### src/rtl/mtxmul_if.sv
// Handshake and result bus between the 8x8 matmul sequencer, the operand store/dot-product
// datapath (master side) and the result memory.
interface mtxmul_if;
    logic        start;
    logic        abort;
    logic        opnd_ready;
    logic [2:0]  row_sel;
    logic [2:0]  col_sel;
    logic [5:0]  dest_i;
    logic        issue;
    logic [31:0] dot_product;
    logic [5:0]  dest_o;
    logic        res_we;
    logic [5:0]  res_addr;
    logic [31:0] res_data;
    logic        busy;
    logic        done;
    logic        err;

    modport master (
        output start, abort, opnd_ready, dot_product, dest_o,
        input  row_sel, col_sel, dest_i, issue, res_we, res_addr, res_data, busy, done, err
    );

    modport slave (
        input  start, abort, opnd_ready, dot_product, dest_o,
        output row_sel, col_sel, dest_i, issue, res_we, res_addr, res_data, busy, done, err
    );
endinterface

### src/rtl/mtxmul_sequencer.sv
// Issue/writeback sequencer for an 8x8 matrix product on a fixed-latency dot-product pipeline.
//   state | meaning
//   IDLE  | waiting for START
//   ISSUE | issuing operand pairs 0..63 whenever the operand store is ready
//   DRAIN | all issued, waiting for the remaining results to be written
//   FIN   | one-cycle DONE pulse
module mtxmul_sequencer #(
    parameter int LATENCY = 3
) (
    input logic     ACLK,
    input logic     ARESETN,
    mtxmul_if.slave bus
);

    typedef enum logic [1:0] {S_IDLE, S_ISSUE, S_DRAIN, S_FIN} state_t;

    state_t             state_q, state_d;
    logic [5:0]         issue_cnt_q, issue_cnt_d;
    logic [5:0]         wr_cnt_q, wr_cnt_d;
    logic [LATENCY-1:0] vld_q, vld_d;
    logic [LATENCY-1:0] vld_shift;
    logic               err_q, err_d;
    logic               issue;
    logic               vld_out;

    assign issue   = (state_q == S_ISSUE) && bus.opnd_ready;
    assign vld_out = vld_q[LATENCY-1];

    // Valid bits travel alongside the datapath so bubbles never produce a write.
    generate
        if (LATENCY == 1) begin : g_lat1
            assign vld_shift = issue;
        end else begin : g_latn
            assign vld_shift = {vld_q[LATENCY-2:0], issue};
        end
    endgenerate

    always_comb begin
        state_d     = state_q;
        issue_cnt_d = issue_cnt_q;
        wr_cnt_d    = wr_cnt_q;
        vld_d       = vld_shift;
        err_d       = err_q;

        if (vld_out) begin
            wr_cnt_d = wr_cnt_q + 6'd1;
            if (bus.dest_o != wr_cnt_q) err_d = 1'b1;
        end

        case (state_q)
            S_IDLE: begin
                if (bus.start) begin
                    issue_cnt_d = '0;
                    wr_cnt_d    = '0;
                    err_d       = 1'b0;
                    state_d     = S_ISSUE;
                end
            end
            S_ISSUE: begin
                if (issue) begin
                    issue_cnt_d = issue_cnt_q + 6'd1;
                    if (issue_cnt_q == 6'd63) state_d = S_DRAIN;
                end
                if (bus.abort) begin
                    state_d = S_IDLE;
                    vld_d   = '0;
                end
            end
            S_DRAIN: begin
                if (vld_out && (wr_cnt_q == 6'd63)) state_d = S_FIN;
                if (bus.abort) begin
                    state_d = S_IDLE;
                    vld_d   = '0;
                end
            end
            S_FIN: begin
                state_d = S_IDLE;
            end
            default: begin
                state_d = S_IDLE;
            end
        endcase
    end

    always_ff @(posedge ACLK or negedge ARESETN) begin
        if (!ARESETN) begin
            state_q     <= S_IDLE;
            issue_cnt_q <= '0;
            wr_cnt_q    <= '0;
            vld_q       <= '0;
            err_q       <= 1'b0;
        end else begin
            state_q     <= state_d;
            issue_cnt_q <= issue_cnt_d;
            wr_cnt_q    <= wr_cnt_d;
            vld_q       <= vld_d;
            err_q       <= err_d;
        end
    end

    assign bus.issue    = issue;
    assign bus.row_sel  = issue_cnt_q[5:3];
    assign bus.col_sel  = issue_cnt_q[2:0];
    assign bus.dest_i   = issue_cnt_q;
    assign bus.res_we   = vld_out;
    assign bus.res_addr = vld_out ? bus.dest_o : 6'd0;
    assign bus.res_data = vld_out ? bus.dot_product : 32'd0;
    assign bus.busy     = (state_q != S_IDLE);
    assign bus.done     = (state_q == S_FIN);
    assign bus.err      = err_q;

endmodule

### src/flat_wrapper.sv
// flat-port wrapper written by rule: the top's interface ports become plain ports
module mtxmul_sequencer_flat 
#(
    parameter int LATENCY = 3
)
  (ACLK, ARESETN, bus_start, bus_abort, bus_opnd_ready, bus_dot_product, bus_dest_o, bus_row_sel, bus_col_sel, bus_dest_i, bus_issue, bus_res_we, bus_res_addr, bus_res_data, bus_busy, bus_done, bus_err);
  mtxmul_if bus_i ();
  input logic ACLK;
  input logic ARESETN;
  input wire logic [$bits(bus_i.start)-1:0] bus_start;
  input wire logic [$bits(bus_i.abort)-1:0] bus_abort;
  input wire logic [$bits(bus_i.opnd_ready)-1:0] bus_opnd_ready;
  input wire logic [$bits(bus_i.dot_product)-1:0] bus_dot_product;
  input wire logic [$bits(bus_i.dest_o)-1:0] bus_dest_o;
  output wire logic [$bits(bus_i.row_sel)-1:0] bus_row_sel;
  output wire logic [$bits(bus_i.col_sel)-1:0] bus_col_sel;
  output wire logic [$bits(bus_i.dest_i)-1:0] bus_dest_i;
  output wire logic [$bits(bus_i.issue)-1:0] bus_issue;
  output wire logic [$bits(bus_i.res_we)-1:0] bus_res_we;
  output wire logic [$bits(bus_i.res_addr)-1:0] bus_res_addr;
  output wire logic [$bits(bus_i.res_data)-1:0] bus_res_data;
  output wire logic [$bits(bus_i.busy)-1:0] bus_busy;
  output wire logic [$bits(bus_i.done)-1:0] bus_done;
  output wire logic [$bits(bus_i.err)-1:0] bus_err;
  assign bus_i.start = bus_start;
  assign bus_i.abort = bus_abort;
  assign bus_i.opnd_ready = bus_opnd_ready;
  assign bus_i.dot_product = bus_dot_product;
  assign bus_i.dest_o = bus_dest_o;
  assign bus_row_sel = bus_i.row_sel;
  assign bus_col_sel = bus_i.col_sel;
  assign bus_dest_i = bus_i.dest_i;
  assign bus_issue = bus_i.issue;
  assign bus_res_we = bus_i.res_we;
  assign bus_res_addr = bus_i.res_addr;
  assign bus_res_data = bus_i.res_data;
  assign bus_busy = bus_i.busy;
  assign bus_done = bus_i.done;
  assign bus_err = bus_i.err;
  mtxmul_sequencer #(.LATENCY(LATENCY)) u_core (.ACLK(ACLK), .ARESETN(ARESETN), .bus(bus_i));
endmodule
### config.mk
export PLATFORM = sky130hd
export DESIGN_NAME = mtxmul_sequencer_flat
export DESIGN_NICKNAME = d
export VERILOG_FILES = /design/src/rtl/mtxmul_if.sv /design/src/rtl/mtxmul_sequencer.sv /design/src/flat_wrapper.sv
export SDC_FILE = /design/constraint.sdc
export NUM_CORES = 1
export LEC_CHECK = 0
export CORE_MARGIN = 4
export CORE_UTILIZATION = 34
export DETAILED_ROUTE_END_ITERATION = 10
export PLACE_DENSITY_LB_ADDON = 0.08
export SLEW_MARGIN = 0
export SYNTH_ARGS = -nofsm -noshare
export SYNTH_HDL_FRONTEND = slang
export SYNTH_SLANG_ARGS = --single-unit
export TNS_END_PERCENT = 100
### constraint.sdc
create_clock -name ACLK -period 1.7 [get_ports ACLK]
set_input_delay 0.34 -clock ACLK [delete_from_list [all_inputs] [get_ports ACLK]]
set_output_delay 0.34 -clock ACLK [all_outputs]
set_load 0.01 [all_outputs]
==> impl_metrics.sql <==
INSERT INTO impl_metrics (metric_group, metric, value, unit) VALUES
('run_status', 'outcome', 'finished clean', ''),
('finish', 'antenna_cells', '0', ''),
('logic_synthesis', 'post_synth_inst_count', '150', ''),
('finish', 'layout-drive-gt1-share', '14.2', '%'),
('floorplanning', 'floorplan.rows', '22', ''),
('detailed_routing', 'remaining_drc_errors', '0', ''),
('logic_synthesis', 'synth.net_count', '200', ''),
('logic_synthesis', 'yosys_register_bits', '18', ''),
('clock_tree', 'clkSinkCount', '18', ''),
('timing', 'timing.final.crit_share', '96.5', '%'),
('detailed_routing', 'vias_per_instance', '4.68', ''),
('timing', 'post-route-min-period', '1.64', 'ns'),
('worst_setup_path', 'critical_path.max_fanout', '3', ''),
('clock_tree', 'tritoncts_clock_tree', 'built', ''),
('pwr', 'p_leak', '1.26', 'nW'),
('worst_setup_path', 'worstSetupStartpointType', 'register', ''),
('placed_design', 'gp_routability_congestion', '0.793', ''),
('timing', 'maxSlewViolCount', '0', ''),
('detailed_routing', 'drt_iter0_markers', '42', ''),
('timing', 'grt_setup_unrepaired', 'no', ''),
('clock_tree', 'clock_tree.htree_level_count', '1', ''),
('timing', 'worst_hold_slack', '0.409', 'ns'),
('floorplanning', 'placeableCoreArea', '3720', 'um2'),
('detailed_routing', 'drt.antenna.violating_nets', '0', ''),
('pwr', 'power.density', '1060', 'nW/um2'),
('clock_tree', 'clk_path_buf_depth', '2', ''),
('timing', 'final.setup_skew', '0.00201', 'ns'),
('placed_design', 'io_buffer_count', '97', ''),
('clock_tree', 'ctsRootBufferMaster', 'sky130_fd_sc_hd__clkbuf_8', ''),
('timing', 'timing.fmax', '0.609', 'GHz'),
('floorplanning', 'area_of_the_die', '4950', 'um2'),
('logic_synthesis', 'yosysSeqAreaShare', '34.1', '%'),
('finish', 'fin_util', '67.2', '%'),
('detailed_routing', 'totalWireLength', '4360', 'um'),
('floorplanning', 'die_w', '70.3', 'um'),
('floorplanning', 'design.portCount', '98', ''),
('worst_setup_path', 'cp.arrival', '1.30', 'ns'),
('clock_tree', 'clock_latency_reported_for_the_late_side_of_the_worst_skew_pair', '0.26', 'ns'),
('timing', 'worstMarginPinSlew', '0.348', 'ns'),
('global_route', 'grt_pass1_wl', '6930', 'um'),
('finish', 'design.final.nets', '312', ''),
('global_route', 'pin_count_of_the_biggest_net_entering_global_routing', '46', ''),
('logic_synthesis', 'syn-mean-instance-area', '8.81', 'um2'),
('timing', 'timing.final.setup_violations', '0', ''),
('worst_setup_path', 'path_class', 'reg2out', ''),
('floorplanning', 'die_height', '70.3', 'um'),
('worst_setup_path', 'cp.required', '1.36', 'ns'),
('global_route', 'antenna_found_initial', '0', ''),
('detailed_routing', 'dr_total_vias', '1446', ''),
('pwr', 'vdd.ir_drop.worst', '0.834', 'mV'),
('global_route', 'overall_routing_resource_usage', '17.0', '%'),
('finish', 'layout-area-overhead-vs-synth', '89.1', '%'),
('logic_synthesis', 'post_synth_num_cell_types', '33', ''),
('detailed_routing', 'wl_per_cell', '14.1', 'um'),
('worst_hold_path', 'hp-class', 'in2async', ''),
('global_route', 'globalRoute.totalOverflow', '0', ''),
('worst_setup_path', 'setup.worst_path.end_class', 'output pin', ''),
('clock_tree', 'worst_setup_hold_path_clk_slew', '0.07', 'ns'),
('clock_tree', 'cts-hold-fix-buffers', '0', ''),
('global_route', 'number_of_global_route_vias_before_repair', '1381', ''),
('detailed_routing', 'firstDrtPassIters', '4', ''),
('timing', 'report.final.hold_viol_count', '0', ''),
('logic_synthesis', 'synth.cell_area', '1320', 'um2'),
('job', 'timing.max_cap.violations', '0', ''),
('timing', 'max_slew_margin', '76.3', '%'),
('clock_tree', 'cts_made_buffers', '3', ''),
('logic_synthesis', 'synth.yosys.warnings', '0', ''),
('floorplanning', 'initial_core_utilization', '35.6', '%'),
('placed_design', 'dp_hpwl', '3510', 'um');
-- what timing repair did --
item / CTS / global route
pin swaps: 0 / 1
endpoints found under the hold margin: 0 / 0
gates resized for setup: 42 / 11
setup buffers: 0 / 1
setup endpoints to repair: 42 / 7
-- critical path, cell delays in order, from the launching register on --
cell	delay, ns
sky130_fd_sc_hd__dfrtp_1	0.41
sky130_fd_sc_hd__buf_4	0.15
sky130_fd_sc_hd__ha_1	0.20
sky130_fd_sc_hd__dlygate4sd2_1	0.29
-- area by class of cell --
| class | instances | area, um2 |
|---|---|---|
| fill | 316 | 1220 |
| tap | 48 | 60.1 |
| timing repair buffer | 120 | 1100 |
| sequential | 18 | 450 |
| clock buffer | 4 | 55.1 |
| inverter | 4 | 15.0 |
| multi-input combinational | 115 | 815 |
-- cell usage after synthesis, drive strengths merged --
cell / instances / area, um2
nand2: 7 / 26.3
xnor2: 7 / 61.3
a211oi: 1 / 7.51
and2: 40 / 250
ha: 7 / 87.6
a211o: 1 / 8.76
o32ai: 1 / 8.76
nand3: 3 / 15.0
o31ai: 1 / 7.51
mux2: 1 / 11.3
mux2i: 2 / 20.0
a32o: 1 / 10.0
xor2: 7 / 61.3
or3: 1 / 6.26
nor2: 11 / 41.3
a21boi: 2 / 15.0
nor4b: 1 / 15.0
o21a: 1 / 7.51
nor3: 2 / 10.0
nor4: 3 / 25.0
a21oi: 3 / 15.0
clkbuf: 5 / 18.8
buf: 8 / 55.1
nor2b: 3 / 18.8
inv: 4 / 15.0
dfrtp: 18 / 450
nand2b: 1 / 6.26
o21ai: 3 / 15.0
and3: 1 / 6.26
nand4: 4 / 25.0
-- sequential cells by signal, summed over array words and instances, names as in the netlist --
signal             count
u_core.wr_cnt_q        6
u_core.state_q         2
u_core.bus.err         1
u_core.vld_q           3
u_core.bus.dest_i      6
-- placed cells by master, fill, tap and decap left out, drive strengths merged, types with 3 or more instances in the layout --
cell and instances:
nor4 3, nand2 7, nand3 3, xnor2 7, nor2 11, nor2b 3, dlygate4sd2 41, and2 40
a21oi 3, clkdlybuf4s50 55, inv 4, nand4 4, buf 23, o21ai 3, clkbuf 5, ha 7
xor2 7, dfrtp 18
-- per-stage QoR --
step / worst slack (ns) / power [mW] / area, um2 / TNS (ns) / cells
after floorplan: 0.106 / 1.46 / 1320 / 0 / 150
after global placement: -0.114 / 2.32 / 2460 / -3.27 / 304
after detailed placement: -0.132 / 2.36 / 2460 / -3.73 / 304
after CTS: 0.0160 / 2.58 / 2460 / 0 / 308
after global routing: 0.00735 / 2.85 / 2500 / 0 / 309
final: 0.0592 / 2.65 / 2500 / 0 / 309
-- path summary, 6_finish.rpt --
| path | to | cells past startpoint | from | slack (ns) |
|---|---|---|---|---|
| worst max-delay path | bus_done | 3 | u_core.state_q[0]$_DFFE_PN0P_ | 0.06 |
| worst min-delay path | u_core.bus.dest_i[1]$_DFFE_PN0P_ | 2 | ARESETN | 0.41 |
| worst max register to register | u_core.bus.dest_i[4]$_DFFE_PN0P_ | 7 | u_core.state_q[1]$_DFFE_PN0P_ | 0.11 |
| worst min register to register | u_core.vld_q[2]$_DFF_PN0_ | 1 | u_core.vld_q[1]$_DFF_PN0_ | 0.51 |
| max in group asynchronous | u_core.wr_cnt_q[0]$_DFF_PN0_ | 2 | ARESETN | 1.10 |
| min in group ACLK | u_core.vld_q[2]$_DFF_PN0_ | 1 | u_core.vld_q[1]$_DFF_PN0_ | 0.51 |
-- where the power goes --
part           switching, mW  leakage (nW)  internal (mW)  total, mW
logic                  0.763         0.993          0.900       1.66
registers              0.101         0.242          0.534      0.635
clock network          0.146        0.0288          0.206      0.352
total                   1.01          1.26           1.64       2.65
-- layer usage --
metal  global-route usage, %  vias up  part of all wire [%]
met5                       0        -                     0
met1                    20.4      659                    41
li1                        -      711                     -
met2                    29.5       66                    50
met3                    3.60       10                   6.5
met4                    6.38        0                   2.3
-- cells by family (layout without fill, tap and decap cells) --
logic type                 Yosys count  in the layout  share of synthesized area, %
and+or+nand+nor                     77             77                          33.7
DFF                                 18             18                          34.1
buffers and inverters               17            128                          6.72
AOI/OAI and AO/OA                   14             14                          7.20
xor gates and xnor gates            14             14                          9.28
adders and majority gates            7              7                          6.63
muxes                                3              3                          2.37
No activity file was read; power rests on OpenSTA's default activity.
